### config.mk
export PLATFORM = sky130hd
export DESIGN_NAME = i2s_tdm_tx
export DESIGN_NICKNAME = d
export VERILOG_FILES = /design/src/rtl/i2s_tdm_tx.sv
export SDC_FILE = /design/constraint.sdc
export NUM_CORES = 1
export LEC_CHECK = 0
export ABC_AREA = 1
export CORE_ASPECT_RATIO = 1.5
export CORE_MARGIN = 2
export CORE_UTILIZATION = 25
export DETAILED_ROUTE_END_ITERATION = 8
export PLACE_DENSITY = 0.46
export SLEW_MARGIN = 30
export SYNTH_ARGS = -nofsm -noshare
export SYNTH_HDL_FRONTEND = slang
export SYNTH_SLANG_ARGS = --single-unit
### constraint.sdc
create_clock -name clk -period 3.9 [get_ports clk]
set_clock_uncertainty 0.15 [all_clocks]
set_input_delay 0.39 -clock clk [delete_from_list [all_inputs] [get_ports clk]]
set_output_delay 0.39 -clock clk [all_outputs]
set_load 0.01 [all_outputs]
### src/rtl/i2s_tdm_tx.sv
`default_nettype none
// i2s_tdm_tx: N-channel I2S / left-justified TDM transmitter with a frame FIFO and underrun pulse.
// Define I2S_TDM_TX_MUTE_ON_UNDERRUN_EN to send silence on underrun instead of repeating the last frame.
module i2s_tdm_tx #(
  parameter int SAMPLE_W   = 16,
  parameter int SLOT_W     = 16,
  parameter int CHANNELS   = 2,
  parameter int FIFO_DEPTH = 4,
  parameter int PRESC_W    = 8,
  parameter int LEFT_JUST  = 0
) (
  input  logic                         clk,
  input  logic                         rst,
  input  logic [PRESC_W-1:0]           prescaler,
  input  logic                         in_valid,
  output logic                         in_ready,
  input  logic [CHANNELS*SAMPLE_W-1:0] in_data,
  output logic                         sclk,
  output logic                         lrclk,
  output logic                         sdata,
  output logic                         underrun,
  output logic [$clog2(FIFO_DEPTH):0]  fifo_level
);
  localparam int DW = CHANNELS * SAMPLE_W;
  localparam int FW = CHANNELS * SLOT_W;
  localparam int BW = $clog2(FW);
  localparam int AW = $clog2(FIFO_DEPTH);
  localparam int LW = AW + 1;
  localparam logic [BW-1:0] LAST_B = BW'(FW - 1);
  localparam logic [BW-1:0] HALF_B = BW'(FW / 2);
  localparam logic [LW-1:0] FULL   = LW'(FIFO_DEPTH);

  logic [PRESC_W-1:0] cnt_q, cnt_d, per_q, per_d, w_per;
  logic               sclk_q, sclk_d, fall_q, fall_d, lrclk_q, lrclk_d;
  logic               und_q, und_d, rdy_q, rdy_d;
  logic [BW-1:0]      b_q, b_d, w_nb;
  logic [FW-1:0]      shift_q, shift_d, w_head, w_fill;
  logic [AW-1:0]      wp_q, wp_d, rp_q, rp_d;
  logic [LW-1:0]      lvl_q, lvl_d;
  logic [DW-1:0]      mem_q [FIFO_DEPTH];
  logic               w_tog, w_wrap, w_push, w_pop;

  // Expand the FIFO head into slots: ch0 leads, each sample MSB-aligned with zero padding.
  for (genvar k = 0; k < CHANNELS; k++) begin : g_slot
    assign w_head[FW-1-k*SLOT_W -: SLOT_W] =
      SLOT_W'(mem_q[rp_q][k*SAMPLE_W +: SAMPLE_W]) << (SLOT_W - SAMPLE_W);
  end

`ifdef I2S_TDM_TX_MUTE_ON_UNDERRUN_EN
  assign w_fill = '0;
`else
  logic [FW-1:0] last_q;
  always_ff @(posedge clk) begin
    if (rst)        last_q <= '0;
    else if (w_pop) last_q <= w_head;
  end
  assign w_fill = last_q;
`endif

  always_comb begin
    w_per   = (prescaler == '0) ? PRESC_W'(1) : prescaler;
    w_tog   = (cnt_q == per_q - PRESC_W'(1));
    cnt_d   = w_tog ? '0 : cnt_q + PRESC_W'(1);
    per_d   = w_tog ? w_per : per_q;
    sclk_d  = w_tog ? ~sclk_q : sclk_q;
    fall_d  = w_tog & sclk_q;
    w_wrap  = fall_q && (b_q == LAST_B);
    w_pop   = w_wrap && (lvl_q != '0);
    w_push  = in_valid && rdy_q;
    b_d     = b_q;
    shift_d = shift_q;
    und_d   = 1'b0;
    if (w_wrap) begin
      b_d     = '0;
      shift_d = w_pop ? w_head : w_fill;
      und_d   = ~w_pop;
    end else if (fall_q) begin
      b_d     = b_q + BW'(1);
      shift_d = shift_q << 1;
    end
    // In I2S mode lrclk reflects the slot of the following bit.
    w_nb    = (b_d == LAST_B) ? '0 : b_d + BW'(1);
    lrclk_d = (LEFT_JUST != 0) ? (b_d >= HALF_B) : (w_nb >= HALF_B);
    wp_d    = wp_q + AW'(w_push);
    rp_d    = rp_q + AW'(w_pop);
    lvl_d   = lvl_q + LW'(w_push) - LW'(w_pop);
    rdy_d   = (lvl_d != FULL);
  end

  always_ff @(posedge clk) begin
    if (rst) begin
      cnt_q   <= '0;
      per_q   <= w_per;
      sclk_q  <= 1'b0;
      fall_q  <= 1'b0;
      b_q     <= '0;
      lrclk_q <= 1'b0;
      shift_q <= '0;
      und_q   <= 1'b0;
      wp_q    <= '0;
      rp_q    <= '0;
      lvl_q   <= '0;
      rdy_q   <= 1'b0;
    end else begin
      cnt_q   <= cnt_d;
      per_q   <= per_d;
      sclk_q  <= sclk_d;
      fall_q  <= fall_d;
      b_q     <= b_d;
      lrclk_q <= lrclk_d;
      shift_q <= shift_d;
      und_q   <= und_d;
      wp_q    <= wp_d;
      rp_q    <= rp_d;
      lvl_q   <= lvl_d;
      rdy_q   <= rdy_d;
    end
  end

  always_ff @(posedge clk) begin
    if (w_push) mem_q[wp_q] <= in_data;
  end

  assign sclk       = sclk_q;
  assign lrclk      = lrclk_q;
  assign sdata      = shift_q[FW-1];
  assign underrun   = und_q;
  assign fifo_level = lvl_q;
  assign in_ready   = rdy_q;
endmodule
`default_nettype wire

==> impl_metrics.toml, run 1 <==
[final_layout]
layout-area-overhead-vs-synth_pct = 18.88
nets = 932
diodes = 0
drive_above_1_share = 0.07572
fillers = 3720

[synth]
synth_top_area_frac = 0.4518
synth-edff-count = 136
synth_warnings = 0
synthesis.area_um2 = 9039
synth_nets = 903
ys_seq_area_frac = 0.6489
avgSynthCellArea_um2 = 10.62
async_flop_share = 0
synth_top_area_cell = "edfxtp_1"
yosysUniqueCellTypes = 36
syn_inst = 851
synthFlopType = "edfxtp_1"
synth_seq_cells = 225
synth_area_leaders = "edfxtp_1 (45%), dfxtp_1 (20%), nor2_1 (7.1%), o21ai_0 (6.0%), o211ai_1 (4.4%)"

[power]
p_leak_nw = 3.629
p_seq_frac = 0.514
switching_share = 0.2086
power_density_nw_per_um2 = 470.1
irDropWorstVdd_mv = 0.3010
p_switching_mw = 1.054
internal-power_mw = 3.997
p_clk_frac = 0.447
pwr-share-comb = 0.039

[timing]
post-route-period-util = 0.6638
max_slew.worst_pin.slew_ns = 0.7977
rsz0062_at_grt = "false"
tns_ns = 0
timing.fmax_mhz = 386.3
whs_ns = 0.3124
worst_slack_ns = 1.311
min_period_ns = 2.589
final_hold_viol_count = 0
slew_viol_final = 0
slew_headroom = 0.4676
setup_viol = 0

[die]
start_util = 0.2529
ioPinCount = 51
coreArea_um2 = 35730
die_w_um = 159.3
rows = 85
dieArea_um2 = 37720
die_y_um = 236.9

[clocking]
cts-root-buf = "clkbuf_16"
numCtsBuffers = 24
clock_path_buffers = 3
htree_levels = 1
clk_pin_slew_ns = 0.06
clock_latency_ns = 0.52
cts_hold_buf = 0
cts_resized = 0
cts_tree = "done"
cts_setup_buffers = 0
cts_sinks = 225

[placement]
place.gp.congestion = 0.7060
pre_cts_ws_ns = 1.303
io_buffers = 50
dp_hpwl_um = 11850

[drt]
num_vias = 6110
routed_wl_um = 20930
wl_per_cell_um = 15.21
drt_iter0_markers = 298
drc = 0
ant_nets = 0
viasPerCell = 4.440
drtPass1Iterations = 4

[global_route]
grt_pass1_vias = 6230
overflow = 0
use_met2 = 0.2174
grt_max_degree = 94
track_usage = 0.1121
met1_usage = 0.1250
grt_first_pass_wirelength_um = 33960
top_usage_layer = "met2"
use_met3 = 0.01559
antenna_found_initial = 0

[critical_path]
critPathLaunch = "b_q[0]$_SDFF_PP0_"
crit_type = "register to register"
path_max_fanout = 5
crit_path_end = "in_ready$_SDFF_PP0_"
worstPathArrival_ns = 2.81
ff2ff_path_depth = 12
reg2reg_slack_ns = 1.31
worstSetupStartpointType = "register"
r2r_start = "b_q[0]$_SDFF_PP0_"
end_kind = "register"
crit_required_ns = 4.12
reg2reg_to = "in_ready$_SDFF_PP0_"

[worst_hold_path]
hold_path_class = "input pin to register"

[run]
drv_cap = 0

[status]
status = "completed"
==> state kept, by name, summed over array words and instances, names as in the netlist <==
| signal | flops |
|---|---|
| fall_q | 1 |
| mem_q | 128 |
| wp_q | 2 |
| fifo_level | 3 |
| lrclk | 1 |
| in_ready | 1 |
| cnt_q | 8 |
| sclk | 1 |
| underrun | 1 |
| per_q | 8 |
| rp_q | 2 |
| b_q | 5 |
| last_q | 32 |
| shift_q | 32 |
==> critical path: stages, from the launching register on <==
cell     delay [ns]
dfxtp_1        0.35
ha_1           0.17
inv_1          0.05
nor3_1         0.15
ha_1           0.20
nand2_1        0.16
nor2_4         0.18
ha_1           0.14
inv_1          0.04
ha_1           0.18
fa_1           0.37
xor2_1         0.20
a31oi_1        0.09
==> area by class of cell <==
class / count / area (um^2) / area share
flip-flops and latches: 225 / 5868 / 0.5461
multi-input cells: 526 / 2726 / 0.2537
clock buffers: 32 / 671.9 / 0.06253
repair buffers: 62 / 610.6 / 0.05682
well taps: 478 / 598.1 / 0.05566
inverters: 41 / 158.9 / 0.01479
clock inverters: 12 / 111.4 / 0.01036
==> logic make-up (layout without fill, tap and decap cells) <==
logic type | after synthesis | after routing | share of synthesized area
multiplexers | 1 | 1 | 0.001107
buffers and inverters | 100 | 147 | 0.05219
XOR/XNOR | 13 | 13 | 0.01260
AO/OA/AOI/OAI | 247 | 247 | 0.1578
flip-flops | 225 | 225 | 0.6489
adder cells (fa/ha/maj) | 9 | 9 | 0.01329
AND/OR/NAND/NOR | 256 | 256 | 0.1141
==> synth_stat cells, types with 3 or more instances <==
cell type	n
nor2_1	171
a31oi_1	4
o211ai_1	53
xnor2_1	7
nand3_1	14
edfxtp_1	136
buf_1	3
buf_2	14
ha_1	8
nor2_2	3
inv_1	39
o21ai_1	14
nand2_1	49
a21oi_1	57
buf_4	8
o21ai_0	108
nor3_1	10
xor2_1	6
buf_6	6
o211ai_2	6
o22ai_1	4
dfxtp_1	89
clkbuf_1	27
==> worst min path at each step <==
stage | from | endpoint | cells after the start
finish | prescaler[6] | per_q[6]$_SDFFCE_PN0P_ | 1
global route | prescaler[6] | per_q[6]$_SDFFCE_PN0P_ | 1
CTS | prescaler[6] | per_q[6]$_SDFFCE_PN0P_ | 1
detailed placement | cnt_q[0]$_SDFF_PP0_ | cnt_q[0]$_SDFF_PP0_ | 1
global placement | cnt_q[0]$_SDFF_PP0_ | cnt_q[0]$_SDFF_PP0_ | 1
floorplan | cnt_q[0]$_SDFF_PP0_ | cnt_q[0]$_SDFF_PP0_ | 1
==> per-stage QoR <==
stage / util / instances / instance area, um^2 / power [mW]
5_1_grt: 0.3007 / 1376 / 10750 / 5.235
3_5_place_dp: 0.2788 / 1332 / 9962 / 2.851
6_report: 0.3007 / 1376 / 10750 / 5.051
4_1_cts: 0.3007 / 1376 / 10750 / 5.124
3_3_place_gp: 0.2787 / 1332 / 9960 / 2.850
2_1_floorplan: - / 851 / 9039 / 2.744
==> cell usage in the layout (no fill, tap or decap), types with 5 or more instances in the layout <==
| cell | count |
|---|---|
| o211ai_1 | 53 |
| ha_1 | 8 |
| nand3_1 | 14 |
| inv_1 | 39 |
| a21oi_1 | 57 |
| clkdlybuf4s50_1 | 49 |
| nor2_1 | 171 |
| nor3_1 | 6 |
| nor3_2 | 5 |
| buf_4 | 10 |
| o21ai_0 | 108 |
| clkbuf_16 | 25 |
| o211ai_2 | 6 |
| dfxtp_1 | 87 |
| xnor2_1 | 7 |
| nand2_1 | 49 |
| edfxtp_1 | 136 |
| xor2_1 | 6 |
| o21ai_1 | 14 |
| clkbuf_1 | 5 |
==> power by group through the flow <==
| stage | Sequential, mW | Clock (mW) | Combinational (mW) |
|---|---|---|---|
| final | 2.60 | 2.26 | 0.198 |
| after global routing | 2.60 | 2.41 | 0.223 |
| after CTS | 2.60 | 2.32 | 0.203 |
| after detailed placement | 2.65 | 0 | 0.203 |
| after global placement | 2.65 | 0 | 0.201 |
| after floorplan | 2.65 | 0 | 0.0958 |
==> layer usage <==
layer / up-vias / share of wire
li1: 3044 / -
met1: 2952 / 0.42
met2: 85 / 0.53
met3: 29 / 0.030
met4: 0 / 0.022
met5: - / 0
Note: power is estimated with default switching activity, not from simulation.
==> inputs of run 2 (changes only) <==
Settings changed: PLACE_DENSITY 0.46 to 0.47.
Clock period 3.9 ns to 2.1 ns, I/O delays scaled along.
==> impl_metrics.toml, run 2 (same netlist as run 1, synthesis figures left out) <==
[critical_path]
crit_buf_inv = 3
slowest_stage = "fa_2"
end_kind = "register"
crit_family = "adder cells"
worstSetupStartpointType = "register"
reg2reg_slack_ns = -0.21
worstPathArrival_ns = 2.60
crit_required_ns = 2.39
path_max_fanout = 3
cp_slowest_stage_delay_ns = 0.52
crit_chain = "ha_4 > inv_2 > nor3_2 > ha_2 > nand2_4 > nor2_4 > ha_4 > inv_2 > ha_4 > fa_2 > inv_2 > a31oi_1"
crit_type = "register to register"

[global_route]
grt_max_degree = 66
grt_first_pass_wirelength_um = 33220
grt_pass1_vias = 6276
track_usage = 0.1103
antenna_found_initial = 0
overflow = 0

[timing]
min_period_ns = 2.313
max_slew.worst_pin.slew_ns = 0.6763
slew_headroom = 0.5491
final_hold_viol_count = 0
rsz0062_at_grt = "true"
setup_viol = 13
worst_slack_ns = -0.2126
timing.fmax_mhz = 432.4
tns_ns = -0.8488
post-route-period-util = 1.101
slew_viol_final = 0

[placement]
io_buffers = 50
place_inst = 1362
dp_hpwl_um = 12780
place.gp.congestion = 0.7253
pre_cts_ws_ns = -0.2103

[final_layout]
fillers = 3665
layout-area-overhead-vs-synth_pct = 26.04
drive_above_1_share = 0.1359
multi_input_area_um2 = 2848
register_area_um2 = 5871
diodes = 0
final_common_cell = "nor2_1"
largest_reg_flops = 128
final_cells = 1420
layout_common_cells = "nor2_1 (168), edfxtp_1 (136), o21ai_0 (104), dfxtp_1 (85), a21oi_1 (57)"
nets = 976
reg_top3 = "mem_q x128, last_q x32, shift_q x32"
top_register = "mem_q"

[worst_hold_path]
hold_path_class = "input pin to register"

[clocking]
clock_latency_ns = 0.52
cts_tree = "done"
clk_pin_slew_ns = 0.07
cts-root-buf = "clkbuf_16"
htree_levels = 1
numCtsBuffers = 24
cts_sinks = 225
clock_path_buffers = 3

[drt]
drc = 0
ant_nets = 0
num_vias = 6195
drt_iter0_markers = 208
routed_wl_um = 21330
drtPass1Iterations = 5
wl_per_cell_um = 15.02
viasPerCell = 4.363

[die]
ioPinCount = 51
coreArea_um2 = 35730
rows = 85
start_util = 0.2529
die_w_um = 159.3
die_y_um = 236.9
dieArea_um2 = 37720

[run]
drv_cap = 0

[power]
power_density_nw_per_um2 = 818.7
p_leak_nw = 3.915
irDropWorstVdd_mv = 0.5462

[status]
status = "finished with violations"
violations = "negative setup slack"
[run 2: cell count changes in the layout (fill, tap and decap cells not counted), sizes merged]
cell,before,now
clkinv,9,5
buf,13,51
dlygate4sd3,0,1
nand2,50,51
bufinv,2,1
inv,41,42
clkbuf,32,40
[run 2: area by class of cell]
class | instances | area share
clock buffers | 36 | 0.06118
repair buffers | 105 | 0.1014
inverters | 41 | 0.01373
flip-flops and latches | 225 | 0.5153
clock inverters | 8 | 0.005931
multi-input cells | 527 | 0.2500
well taps | 478 | 0.05250
[run 2: metal layers]
metal,global-route usage,vias to the layer above,share of wire
met2,0.2097,72,0.54
met5,0,-,0
met4,0.03361,0,0.015
met3,0.01734,20,0.029
li1,-,3131,-
met1,0.1259,2972,0.41
[run 2: stage by stage]
step	area [um^2]	utilization	power, mW	hold WS [ns]
after floorplan	9156	-	5.112	0.1589
after detailed placement	10350	0.2898	5.336	0.3166
after global placement	10350	0.2898	5.335	0.3118
after global routing	11390	0.3188	9.673	0.1332
final	11390	0.3188	9.327	0.1353
after CTS	11140	0.3119	9.470	0.1163
[run 2: where the power goes]
part / switching [mW] / internal, mW / total [mW]
logic: 0.236 / 0.183 / 0.419
registers: 0.0396 / 4.78 / 4.82
clock network: 1.67 / 2.42 / 4.09
total: 1.95 / 7.38 / 9.33
[run 2: path summary, 6_finish.rpt]
path                                     startpoint                      to  cells past startpoint
worst max-delay path              b_q[0]$_SDFF_PP0_     in_ready$_SDFF_PP0_                     12
worst min-delay path                   prescaler[5]  per_q[5]$_SDFFCE_PN0P_                      1
worst max register to register    b_q[0]$_SDFF_PP0_     in_ready$_SDFF_PP0_                     12
worst min register to register  cnt_q[0]$_SDFF_PP0_     cnt_q[0]$_SDFF_PP0_                      1
[run 2: repair_timing]
item	CTS	global route
hold buffers	1	0
buffers inserted	3	6
setup endpoints to repair	37	75
cloned	0	5
gates resized for setup	1	21
pin swaps	1	2
endpoints found under the hold margin	4	0
==> inputs of run 3 (changes only) <==
Settings changed: SETUP_SLACK_MARGIN set to 0.3.
==> impl_metrics.toml, run 3 (same netlist as run 1, synthesis figures left out) <==
[status]
status = "finished with violations"
violations = "negative setup slack"

[final_layout]
diodes = 0
largest_reg_flops = 128
register_area_um2 = 5877
drive_above_1_share = 0.1770
multi_input_area_um2 = 2983
final_area_um2 = 11710
final_cells = 1427
final_common_cell = "nor2_1"
final_core_util = 0.3277
reg_top3 = "mem_q x128, last_q x32, shift_q x32"
top_register = "mem_q"
fillers = 3646
layout_common_cells = "nor2_1 (162), edfxtp_1 (136), o21ai_0 (98), dfxtp_1 (82), a21oi_1 (56)"
layout-area-overhead-vs-synth_pct = 29.57
nets = 985

[timing]
post-route-period-util = 1.092
final_hold_viol_count = 0
timing.fmax_mhz = 436.2
worst_slack_ns = -0.1925
tns_ns = -4.908
setup_viol = 68
slew_viol_final = 0
rsz0062_at_grt = "true"
max_slew.worst_pin.slew_ns = 0.5021
min_period_ns = 2.292
slew_headroom = 0.6649

[critical_path]
crit_required_ns = 2.39
cp_slowest_stage_delay_ns = 0.52
path_max_fanout = 2
crit_type = "register to register"
end_kind = "register"
worstSetupStartpointType = "register"
r2r_start = "b_q[1]$_SDFF_PP0_"
critPathLaunch = "b_q[1]$_SDFF_PP0_"
worstPathArrival_ns = 2.58
crit_chain = "ha_4 > inv_2 > nor3_2 > ha_2 > nand2_4 > nor2_4 > ha_4 > inv_2 > ha_4 > fa_2 > inv_2 > a31oi_1"
slowest_stage = "fa_2"

[drt]
routed_wl_um = 21790
wl_per_cell_um = 15.27
viasPerCell = 4.412
drt_iter0_markers = 309
ant_nets = 0
drtPass1Iterations = 6
drc = 0
num_vias = 6296

[die]
coreArea_um2 = 35730
ioPinCount = 51
die_y_um = 236.9
rows = 85
dieArea_um2 = 37720
die_w_um = 159.3
start_util = 0.2529

[worst_hold_path]
hold_path_class = "input pin to register"
hold_start = "rst"

[clocking]
clock_latency_ns = 0.51
htree_levels = 1
cts-root-buf = "clkbuf_16"
clock_path_buffers = 3
cts_tree = "done"
cts_sinks = 225
clk_pin_slew_ns = 0.07
numCtsBuffers = 22

[global_route]
grt_pass1_vias = 6273
overflow = 0
track_usage = 0.1158
grt_first_pass_wirelength_um = 34840
grt_max_degree = 60
antenna_found_initial = 0

[power]
irDropWorstVdd_mv = 0.5065
p_leak_nw = 4.069
power_density_nw_per_um2 = 800.0

[placement]
dp_hpwl_um = 13280
io_buffers = 50
place.gp.congestion = 0.7147
place_area_um2 = 10410
place_inst = 1359

[run]
drv_cap = 0
## run 3: cell types whose count changed in the layout (fill, tap and decap cells not counted), sizes merged, moves of 2 or more
cell           change
clkbuf            -14
dlygate4sd2        +6
buf               +11
bufbuf             +5
bufinv             +2
clkdlybuf4s50      -6
clkinv             +3
## run 3: through the flow
| step | power, mW | hold WS (ns) | setup WS (ns) |
|---|---|---|---|
| after CTS | 9.481 | 0.03517 | -0.1784 |
| after global placement | 5.356 | 0.3194 | -0.1535 |
| after global routing | 9.706 | 0.05502 | -0.2698 |
| final | 9.369 | 0.03977 | -0.1925 |
| after floorplan | 5.125 | 0.1589 | -0.3598 |
| after detailed placement | 5.359 | 0.3259 | -0.1763 |
## run 3: metal layers
layer  vias to the layer above  global-route usage  part of all wire
li1                       3156                   -                 -
met1                      3020              0.1274              0.40
met2                        84              0.2273              0.55
met3                        36             0.01401             0.027
met4                         0             0.03884             0.024
met5                         -                   0                 0
## run 3: cell type report
class,count,area share
inverters,41,0.01368
clock inverters,14,0.01346
well taps,478,0.05107
clock buffers,26,0.05011
flip-flops and latches,225,0.5018
multi-input cells,527,0.2547
repair buffers,116,0.1152
## run 3: final timing paths
kind              slack [ns]             endpoint  depth (start not counted)
setup / recovery       -0.19  in_ready$_SDFF_PP0_                         12
hold / removal          0.04   wp_q[0]$_SDFF_PP0_                          3
setup reg to reg       -0.19  in_ready$_SDFF_PP0_                         12
hold reg to reg         0.33  cnt_q[0]$_SDFF_PP0_                          1
## run 3: repair_timing
item                                    CTS  global route
buffers inserted                         14             6
endpoints found under the setup margin   95            92
gates cloned                              8             0
hold buffers                              0             0
pin swaps                                 9            13
gates resized for setup                  30            36
## run 3: critical path, delay by kind of cell (launching register included)
kind                     cells  cell delay, ns
adder cells (fa/ha/maj)      5            1.17
AO/OA/AOI/OAI                1            0.14
flip-flops                   1            0.35
buffers and inverters        3            0.12
AND/OR/NAND/NOR              3            0.30
## run 3: power by group
group          switching [mW]  total [mW]  internal [mW]  leakage (nW)
Combinational           0.257       0.462          0.205          1.74
Sequential             0.0409        4.82           4.78          1.96
Clock                    1.70        4.08           2.39         0.369
